**src/rtl/btn_evt_pkg.sv**
```systemverilog
// Shared types for the button event scheduler: event codes, channel state
// encoding and the index-width helper.
package btn_evt_pkg;

  typedef enum logic [1:0] {
    EV_SHORT        = 2'd0,
    EV_LONG         = 2'd1,
    EV_REPEAT       = 2'd2,
    EV_LONG_RELEASE = 2'd3
  } ev_type_e;

  typedef enum logic [1:0] {
    ST_IDLE = 2'd0,
    ST_HELD = 2'd1,
    ST_LONG = 2'd2
  } ch_state_e;

  function automatic int unsigned idx_width(input int unsigned n);
    return (n > 1) ? $clog2(n) : 1;
  endfunction

endpackage

```
**src/rtl/btn_event_fifo.sv**
```systemverilog
// Small synchronous FIFO for {button, type} events; push and pop may coincide
// at any fill level, including full.
module btn_event_fifo #(
  parameter int unsigned WIDTH = 4,
  parameter int unsigned DEPTH = 4
) (
  input  logic             clk,
  input  logic             rst,
  input  logic             push,
  input  logic [WIDTH-1:0] wdata,
  input  logic             pop,
  output logic [WIDTH-1:0] rdata,
  output logic             full,
  output logic             empty
);

  localparam int unsigned AW = $clog2(DEPTH);

  logic [WIDTH-1:0] mem_q [DEPTH];
  logic [AW-1:0]    wptr_q, rptr_q;
  logic [AW:0]      count_q;
  logic             do_push, do_pop;

  assign full    = (count_q == (AW+1)'(DEPTH));
  assign empty   = (count_q == '0);
  assign do_pop  = pop & ~empty;
  assign do_push = push & (~full | do_pop);
  // Head reads as zero when empty so outputs are clean out of reset.
  assign rdata   = empty ? '0 : mem_q[rptr_q];

  always_ff @(posedge clk) begin
    if (do_push) mem_q[wptr_q] <= wdata;
  end

  always_ff @(posedge clk or negedge rst) begin
    if (!rst) begin
      wptr_q  <= '0;
      rptr_q  <= '0;
      count_q <= '0;
    end else begin
      if (do_push) wptr_q <= wptr_q + 1'b1;
      if (do_pop)  rptr_q <= rptr_q + 1'b1;
      if (do_push && !do_pop)      count_q <= count_q + 1'b1;
      else if (do_pop && !do_push) count_q <= count_q - 1'b1;
    end
  end

endmodule

```
**src/rtl/button_event_scheduler.sv**
```systemverilog
// Classifies debounced button presses into SHORT/LONG/REPEAT/LONG_RELEASE
// events and serialises them through one round-robin arbitrated queue.
module button_event_scheduler
  import btn_evt_pkg::*;
#(
  parameter int unsigned NUM_BTNS     = 4,
  parameter int unsigned TICK_DIV     = 50000,
  parameter int unsigned LONG_TICKS   = 500,
  parameter int unsigned REPEAT_TICKS = 100,
  parameter int unsigned FIFO_DEPTH   = 4,
  localparam int unsigned IDXW        = idx_width(NUM_BTNS)
) (
  input  logic                clk,
  input  logic                rst,
  input  logic [NUM_BTNS-1:0] btn_state,
  input  logic [NUM_BTNS-1:0] btn_down,
  input  logic [NUM_BTNS-1:0] btn_up,
  output logic                ev_valid,
  input  logic                ev_ready,
  output logic [IDXW-1:0]     ev_btn,
  output logic [1:0]          ev_type,
  output logic                overflow,
  input  logic                ovf_clr
);

  localparam int unsigned MAXT = (LONG_TICKS > REPEAT_TICKS) ? LONG_TICKS : REPEAT_TICKS;
  localparam int unsigned CW   = $clog2(MAXT + 1);
  localparam int unsigned PW   = $clog2(TICK_DIV);
  localparam int unsigned EW   = IDXW + 2;

  logic [PW-1:0] pre_q;
  logic          tick;

  assign tick = (pre_q == PW'(TICK_DIV - 1));

  always_ff @(posedge clk or negedge rst) begin
    if (!rst)      pre_q <= '0;
    else if (tick) pre_q <= '0;
    else           pre_q <= pre_q + 1'b1;
  end

  logic [NUM_BTNS-1:0] emit;
  ev_type_e            emit_type [NUM_BTNS];

  for (genvar i = 0; i < NUM_BTNS; i++) begin : g_ch
    ch_state_e st_q, st_d;
    logic [CW-1:0] cnt_q, cnt_d;
    logic          rel;
    logic          emit_c;
    ev_type_e      type_c;

    // A dropped level counts as a release so a missed up pulse is recovered.
    assign rel = btn_up[i] | ~btn_state[i];

    always_comb begin
      st_d   = st_q;
      cnt_d  = cnt_q;
      emit_c = 1'b0;
      type_c = EV_SHORT;
      unique case (st_q)
        ST_IDLE: begin
          if (btn_down[i] && !btn_up[i]) begin
            st_d  = ST_HELD;
            cnt_d = '0;
          end
        end
        ST_HELD: begin
          if (rel) begin
            emit_c = 1'b1;
            type_c = EV_SHORT;
            st_d   = ST_IDLE;
            cnt_d  = '0;
          end else if (tick) begin
            if (cnt_q == CW'(LONG_TICKS - 1)) begin
              emit_c = 1'b1;
              type_c = EV_LONG;
              st_d   = ST_LONG;
              cnt_d  = '0;
            end else begin
              cnt_d = cnt_q + 1'b1;
            end
          end
        end
        ST_LONG: begin
          if (rel) begin
            emit_c = 1'b1;
            type_c = EV_LONG_RELEASE;
            st_d   = ST_IDLE;
            cnt_d  = '0;
          end else if (tick) begin
            if (cnt_q == CW'(REPEAT_TICKS - 1)) begin
              emit_c = 1'b1;
              type_c = EV_REPEAT;
              cnt_d  = '0;
            end else begin
              cnt_d = cnt_q + 1'b1;
            end
          end
        end
        default: begin
          st_d  = ST_IDLE;
          cnt_d = '0;
        end
      endcase
    end

    always_ff @(posedge clk or negedge rst) begin
      if (!rst) begin
        st_q  <= ST_IDLE;
        cnt_q <= '0;
      end else begin
        st_q  <= st_d;
        cnt_q <= cnt_d;
      end
    end

    assign emit[i]      = emit_c;
    assign emit_type[i] = type_c;
  end

  logic [NUM_BTNS-1:0] slot_full_q, slot_full_d;
  logic [1:0]          slot_type_q [NUM_BTNS];
  logic [1:0]          slot_type_d [NUM_BTNS];
  logic [IDXW-1:0]     ptr_q, grant_idx;
  logic                grant_valid, ovf_set;
  logic                fifo_full, fifo_empty, pop;
  logic [EW-1:0]       push_data, head_data;

  assign pop      = ev_valid & ev_ready;
  assign ev_valid = ~fifo_empty;

  always_comb begin
    grant_valid = 1'b0;
    grant_idx   = '0;
    for (int unsigned k = 0; k < NUM_BTNS; k++) begin
      int unsigned j;
      j = (32'(ptr_q) + k) % NUM_BTNS;
      if (!grant_valid && slot_full_q[j] && (!fifo_full || pop)) begin
        grant_valid = 1'b1;
        grant_idx   = IDXW'(j);
      end
    end
  end

  assign push_data = {grant_idx, slot_type_q[grant_idx]};

  // A slot being granted this cycle is free to take a new event at the same edge.
  always_comb begin
    slot_full_d = slot_full_q;
    slot_type_d = slot_type_q;
    ovf_set     = 1'b0;
    if (grant_valid) slot_full_d[grant_idx] = 1'b0;
    for (int unsigned i = 0; i < NUM_BTNS; i++) begin
      if (emit[i]) begin
        if (slot_full_q[i] && !(grant_valid && (grant_idx == IDXW'(i)))) begin
          ovf_set = 1'b1;
        end else begin
          slot_full_d[i] = 1'b1;
          slot_type_d[i] = emit_type[i];
        end
      end
    end
  end

  always_ff @(posedge clk or negedge rst) begin
    if (!rst) begin
      slot_full_q <= '0;
      for (int unsigned i = 0; i < NUM_BTNS; i++) slot_type_q[i] <= 2'd0;
      ptr_q       <= '0;
      overflow    <= 1'b0;
    end else begin
      slot_full_q <= slot_full_d;
      slot_type_q <= slot_type_d;
      if (grant_valid) begin
        ptr_q <= (grant_idx == IDXW'(NUM_BTNS - 1)) ? '0 : grant_idx + 1'b1;
      end
      if (ovf_set)      overflow <= 1'b1;
      else if (ovf_clr) overflow <= 1'b0;
    end
  end

  btn_event_fifo #(
    .WIDTH (EW),
    .DEPTH (FIFO_DEPTH)
  ) u_fifo (
    .clk   (clk),
    .rst   (rst),
    .push  (grant_valid),
    .wdata (push_data),
    .pop   (pop),
    .rdata (head_data),
    .full  (fifo_full),
    .empty (fifo_empty)
  );

  assign ev_btn  = head_data[EW-1:2];
  assign ev_type = head_data[1:0];

endmodule

```
**config.mk**
```make
export PLATFORM = sky130hd
export DESIGN_NAME = button_event_scheduler
export DESIGN_NICKNAME = d
export VERILOG_FILES = /design/src/rtl/btn_evt_pkg.sv /design/src/rtl/btn_event_fifo.sv /design/src/rtl/button_event_scheduler.sv
export SDC_FILE = /design/constraint.sdc
export NUM_CORES = 1
export LEC_CHECK = 0
export CAP_MARGIN = 0
export CORE_MARGIN = 4
export CORE_UTILIZATION = 50
export CTS_CLUSTER_DIAMETER = 80
export CTS_CLUSTER_SIZE = 12
export DETAILED_ROUTE_END_ITERATION = 12
export MAX_ROUTING_LAYER = met4
export PLACE_DENSITY = 0.64
export SYNTH_ARGS = -nofsm -noshare
export SYNTH_HDL_FRONTEND = slang
export SYNTH_SLANG_ARGS = --single-unit
```
**constraint.sdc**
```tcl
create_clock -name clk -period 4.5 [get_ports clk]
set_input_delay 0.9 -clock clk [delete_from_list [all_inputs] [get_ports clk]]
set_output_delay 0.9 -clock clk [all_outputs]
set_load 0.1 [all_outputs]
```
Word level (Yosys, flattened, before mapping)

Memories as Yosys holds them, arrays and structs flattened.
Index checks and enable logic that the tools add are counted.

Memories: 1
Bits in registers: 82
Logic and storage cells: 318
Input port bits: 16
RAM bits: 16

$add $sub $neg: 13
Order comparisons: 7
Reductions and logical operators: 57
Equal/unequal tests: 41
Mux-type cells: 159
Bitwise gates (word level): 21

Memory list:

| memory       | depth | width | rd ports | clocked after memory_dff | wr ports | RTL line             | RTL |
|---|---|---|---|---|---|---|---|
| u_fifo.mem_q | 4     | 4     | 1        | 0                        | 1        | btn_event_fifo.sv:19 | `logic [WIDTH-1:0] mem_q [DEPTH];` |

Operator list:

| kind                    | number |
|---|---|
| $mux W9                 | 28 |
| $pmux W9 S3             | 4 |
| $mux W2                 | 39 |
| $mux W1                 | 65 |
| $add A9 B1 Y9 const B   | 4 |
| $eq A9 B7 Y1 const B    | 4 |
| $eq A9 B9 Y1 const B    | 4 |
| $ne A3 B3 Y1 const B    | 12 |
| $pmux W2 S3             | 4 |
| $logic_and A1 B1 Y1     | 22 |
| $add A16 B1 Y16 const B | 1 |
| $eq A16 B16 Y1 const B  | 1 |
| $mux W16                | 1 |
| $ne A2 B2 Y1 const B    | 8 |
| $pmux W2 S2             | 4 |
| $reduce_and A4 Y1       | 4 |
| $lt A2 B3 Y1 const B    | 5 |
| $logic_not A1 Y1        | 14 |
| $eq A2 B2 Y1 const B    | 6 |
| $reduce_and A3 Y1       | 4 |
| $eq A2 B1 Y1 const B    | 5 |
| $logic_not A2 Y1        | 5 |
| $not A1 Y1              | 10 |
| $add A2 B1 Y2 const B   | 4 |
| 21 further kinds        | 40 |

Longest topological paths before layout

Depth after elaboration: 31
Depth in mapped cells: 11

By module

Synthesis repeated with hierarchy kept, for this count alone.

Cell total of the unflattened synthesis: 547
Area total of the unflattened synthesis: 5,584.1 µm²

By module, submodules not included:

| module                 | instances | sequential area each (µm²) | area each (µm²) | cells an instance |
|---|---|---|---|---|
| button_event_scheduler | 1         | 1,876.8                    | 4,528.1         | 485 |
| btn_event_fifo         | 1         | 655.6                      | 1,056.0         | 62 |

Worst setup path before layout

OpenSTA, ideal clock, no wires.

Kind: flip-flop to output port
Start: register u_fifo.count_q[0]
End: output port ev_btn[0]
Arrival time: 2.347 ns
Cell stages (with the launch flop): 4
Data required time: 3.600 ns
Slack: 1.253 ns
Cell sequence: dfrtp_1 > or3_1 > clkbuf_1 > and2_1

Word-level cells in the longest chain between the ends: 2

Ends and longest elaborated chain:

| element                  | RTL line                     | RTL |
|---|---|---|
| start: declaration       | btn_event_fifo.sv:21         | `logic [AW:0] count_q;` |
| start signal: assignment | btn_event_fifo.sv:43         | `if (do_push && !do_pop) count_q <= count_q + 1'b1;` |
| start signal: assignment | btn_event_fifo.sv:44         | `else if (do_pop && !do_push) count_q <= count_q - 1'b1;` |
| $logic_not A3 Y1         | btn_event_fifo.sv:25         | `assign empty = (count_q == '0);` |
| $mux W4                  | btn_event_fifo.sv:29         | `assign rdata = empty ? '0 : mem_q[rptr_q];` |
| end: declaration         | button_event_scheduler.sv:20 | `output logic [IDXW-1:0] ev_btn,` |

No other way between the ends.

Final worst setup path

Start: register u_fifo.rptr_q[0]
End: output port ev_btn[1]

Word-level cells in the longest chain between the ends: 2

Ends and longest elaborated chain:

| element                  | RTL line             | RTL |
|---|---|---|
| start: declaration       | btn_event_fifo.sv:20 | `logic [AW-1:0] wptr_q, rptr_q;` |
| start signal: assignment | btn_event_fifo.sv:42 | `if (do_pop) rptr_q <= rptr_q + 1'b1;` |
| $mem_v2 Z4 W4            | n/a                  |  |
| $mux W4                  | btn_event_fifo.sv:29 |  |

No other way between the ends.

==> flow_metrics.env <==
export IMPL_synthFlopType="dfrtp_1"
export IMPL_p_per_area_nw_per_um2=563.4
export IMPL_rr_worst_depth=6
export IMPL_hold_depth=1
export IMPL_report_final_slew_viol_count=0
export IMPL_dr_wl_met3_um=289
export IMPL_clk_pin_slew_ns=0.06
export IMPL_rows=38
export IMPL_place_congestion=0.8142
export IMPL_rrSetupSlack_ns=1.81
export IMPL_firstDrtPassIters=4
export IMPL_grt_pass1_wl_um=19950
export IMPL_fin_nets=632
export IMPL_via_count=4239
export IMPL_via_per_inst=5.775
export IMPL_die_width_um=114.9
export IMPL_min_path_type="register to register"
export IMPL_multi_input_area_um2=2970
export IMPL_dpl_instance_area_um2=6040
export IMPL_synth_cell_area_um2=5715
export IMPL_grt_max_degree=56
export IMPL_swShare_pct=39.32
export IMPL_r2r_start="pre_q[0]"
export IMPL_yosys_register_bits=98
export IMPL_area_growth_pct=11.45
export IMPL_grt_overflow=0
export IMPL_tns_ns=0
export IMPL_internal_power_w=0.002177
export IMPL_p_sw_w=0.001411
export IMPL_cts_tree="built"
export IMPL_clock_path_buffers=2
export IMPL_max_cap_viol_count=0
export IMPL_drc_errors=0
export IMPL_drtIter0Drc=260
export IMPL_rsz0062_at_grt="false"
export IMPL_hold_path_end="pre_q[0]"
export IMPL_synth_seq_area_share_pct=44.31
export IMPL_required_ns=3.60
export IMPL_dieArea_um2=13210
export IMPL_clock_skew_ns=0.008923
export IMPL_boundaryPins=22
export IMPL_drive_gt1_share_pct=8.754
export IMPL_ys_types=79
export IMPL_grt_antenna_before_repair=0
export IMPL_synth_area_per_cell_um2=10.03
export IMPL_routed_wl_met2_um=5668
export IMPL_leakagePower_nw=2.660
export IMPL_final_hold_violation_count=0
export IMPL_numClockSinks=98
export IMPL_synth_most_common_cell="dfrtp_1"
export IMPL_tightestPinTransition_ns=0.9717
export IMPL_ys_warn_count=0
export IMPL_fillers=967
export IMPL_synthTopCellsByCount="dfrtp_1, nand2_1, inv_1"
export IMPL_port_buffers=21
export IMPL_critical_path_class="register to output port"
export IMPL_p_total_w=0.003589
export IMPL_htreeDepth=3
export IMPL_worstSetupStartpointType="register"
export IMPL_endpoint_kind="output port"
export IMPL_postSynthCellCount=570
export IMPL_min_period_ns=3.491
export IMPL_final_cells=734
export IMPL_seqCellArea_um2=2532
export IMPL_fmax_mhz=286.5
export IMPL_post_route_period_util_pct=77.57
export IMPL_n_antenna_cell=0
export IMPL_synthArstFlopShare_pct=83.67
export IMPL_cts_root_buf="clkbuf_16"
export IMPL_met1_length_um=5350
export IMPL_synth_edf_count=16
export IMPL_cts_resized=0
export IMPL_postCtsSetupBuffers=0
export IMPL_ir_drop_v=0.001062
export IMPL_yosys_area_top_type_share_pct=35.90
export IMPL_yosys_area_top_type="dfrtp_1"
export IMPL_postLayoutCellArea_um2=6370
export IMPL_dpl_hpwl_um=8350
export IMPL_routedWlPerCell_um=15.59
export IMPL_synth_nets=613
export IMPL_setup_viol=0
export IMPL_core_area_um2=11030
export IMPL_grt_pass1_vias=4277
export IMPL_r2r_end="g_ch[2].st_q[1]"
export IMPL_timing_slew_headroom_pct=35.02
export IMPL_yosys_top_cells_area="dfrtp_1, edfxtp_1, ha_1"
export IMPL_final_core_util_pct=57.75
export IMPL_clkPwrFrac_pct=23.5
export IMPL_hp_start="pre_q[0]"
export IMPL_die_y_um=114.9
export IMPL_crit_fanout=6
export IMPL_cts_buffers=9
export IMPL_ant_nets=0
export IMPL_grtUsageTotal_pct=19.03
export IMPL_wirelength_um=11440
export IMPL_dp_cells=718
export IMPL_crit_arrival_ns=2.59
export IMPL_comb_power_share_pct=41.4
export IMPL_hold_buffers=0
export IMPL_clock_latency_ns=0.34
export IMPL_initial_core_util_pct=51.81
export IMPL_status="completed"
export IMPL_dr_max_layer_used="met4"
export IMPL_p_seq_share_pct=35.1
-- area by class of cell --
cell class | instances | area share [%]
Multi-Input combinational cell | 419 | 46.63
Sequential cell | 98 | 39.76
Clock buffer | 12 | 4.027
Timing Repair Buffer | 22 | 3.379
Tap cell | 140 | 2.750
Inverter | 39 | 2.298
Clock inverter | 4 | 1.159
-- layer usage --
layer,track usage (%),vias up
met2,31.87,55
met3,2.526,10
met4,5.869,0
li1,-,2118
met5,-,-
met1,24.07,2056
-- cells by family after synthesis --
kind of cell               count (synthesis)  synth area share, %
and+or+nand+nor                          217                21.19
AOI/OAI and AO/OA                        131                16.42
DFF                                       98                44.31
xor gates and xnor gates                  20                3.065
buffers and inverters                     53                3.721
adders and majority gates                 27                6.042
muxes                                     24                5.254
-- registers in the layout, indices dropped and copies added (netlist names) --
signal          cells
g_ch.cnt_q         36
pre_q              16
u_fifo.mem_q       16
g_ch.st_q           8
slot_type_q         8
slot_full_q         4
u_fifo.count_q      3
ptr_q               2
u_fifo.rptr_q       2
u_fifo.wptr_q       2
overflow            1
-- placed cells by master (no fill, tap or decap), types with 4 or more instances in the layout --
cell type        Yosys  routed
inv_1               39      39
nor3_1              16      16
dfrtp_1             82      82
a21boi_0             4       4
mux2i_1             12      12
mux2_2               6       6
nand3_1             30      30
and3_1              14      14
edfxtp_1            16      16
nor2_1              24      24
o21ai_0             33      33
nand4_1             10      10
nand2b_1             8       8
o41ai_1              4       4
and2_1              10      10
clkdlybuf4s50_1      0      20
xor2_1              10      10
clkbuf_16            0       9
nor2b_1             16      16
xnor2_1             10      10
a22o_1              15      15
ha_1                26      26
o22ai_1              9       9
mux4_2               4       4
nand2_1             51      51
o21ai_1             10      10
a21oi_1             22      22
-- through the flow --
step | hold WS, ns | setup WS, ns
after floorplan | 0.4474 | 1.253
after global placement | 0.4766 | 1.066
after detailed placement | 0.4877 | 0.9004
after CTS | 0.4981 | 0.9636
after global routing | 0.5187 | 0.9378
final | 0.4938 | 1.009
-- worst max-delay path by stage --
stage                       from        endpoint  slack (ns)  depth (start not counted)
5_1_grt         u_fifo.rptr_q[0]       ev_btn[1]        0.94                          3
2_1_floorplan  u_fifo.count_q[0]       ev_btn[0]        1.25                          3
3_5_place_dp            ev_ready        overflow        0.90                         11
6_report        u_fifo.rptr_q[0]       ev_btn[1]        1.01                          3
3_3_place_gp            ev_ready  slot_type_q[0]        1.07                          8
4_1_cts         u_fifo.rptr_q[0]       ev_btn[1]        0.96                          3
-- power groups by stage --
stage	clock [W]	sequential, W	combinational (W)
after floorplan	0	0.00125	0.00116
after global placement	0	0.00127	0.00144
after detailed placement	0	0.00128	0.00149
after CTS	0.000868	0.00126	0.00150
after global routing	0.000899	0.00128	0.00163
final	0.000844	0.00126	0.00148
-- worst max-delay path, cell delays in order (launching register included) --
cell	delay, ns
dfrtp_1	0.55
mux4_2	0.56
and2_1	0.17
clkdlybuf4s50_1	0.96
No activity file was read; power rests on OpenSTA's default activity.
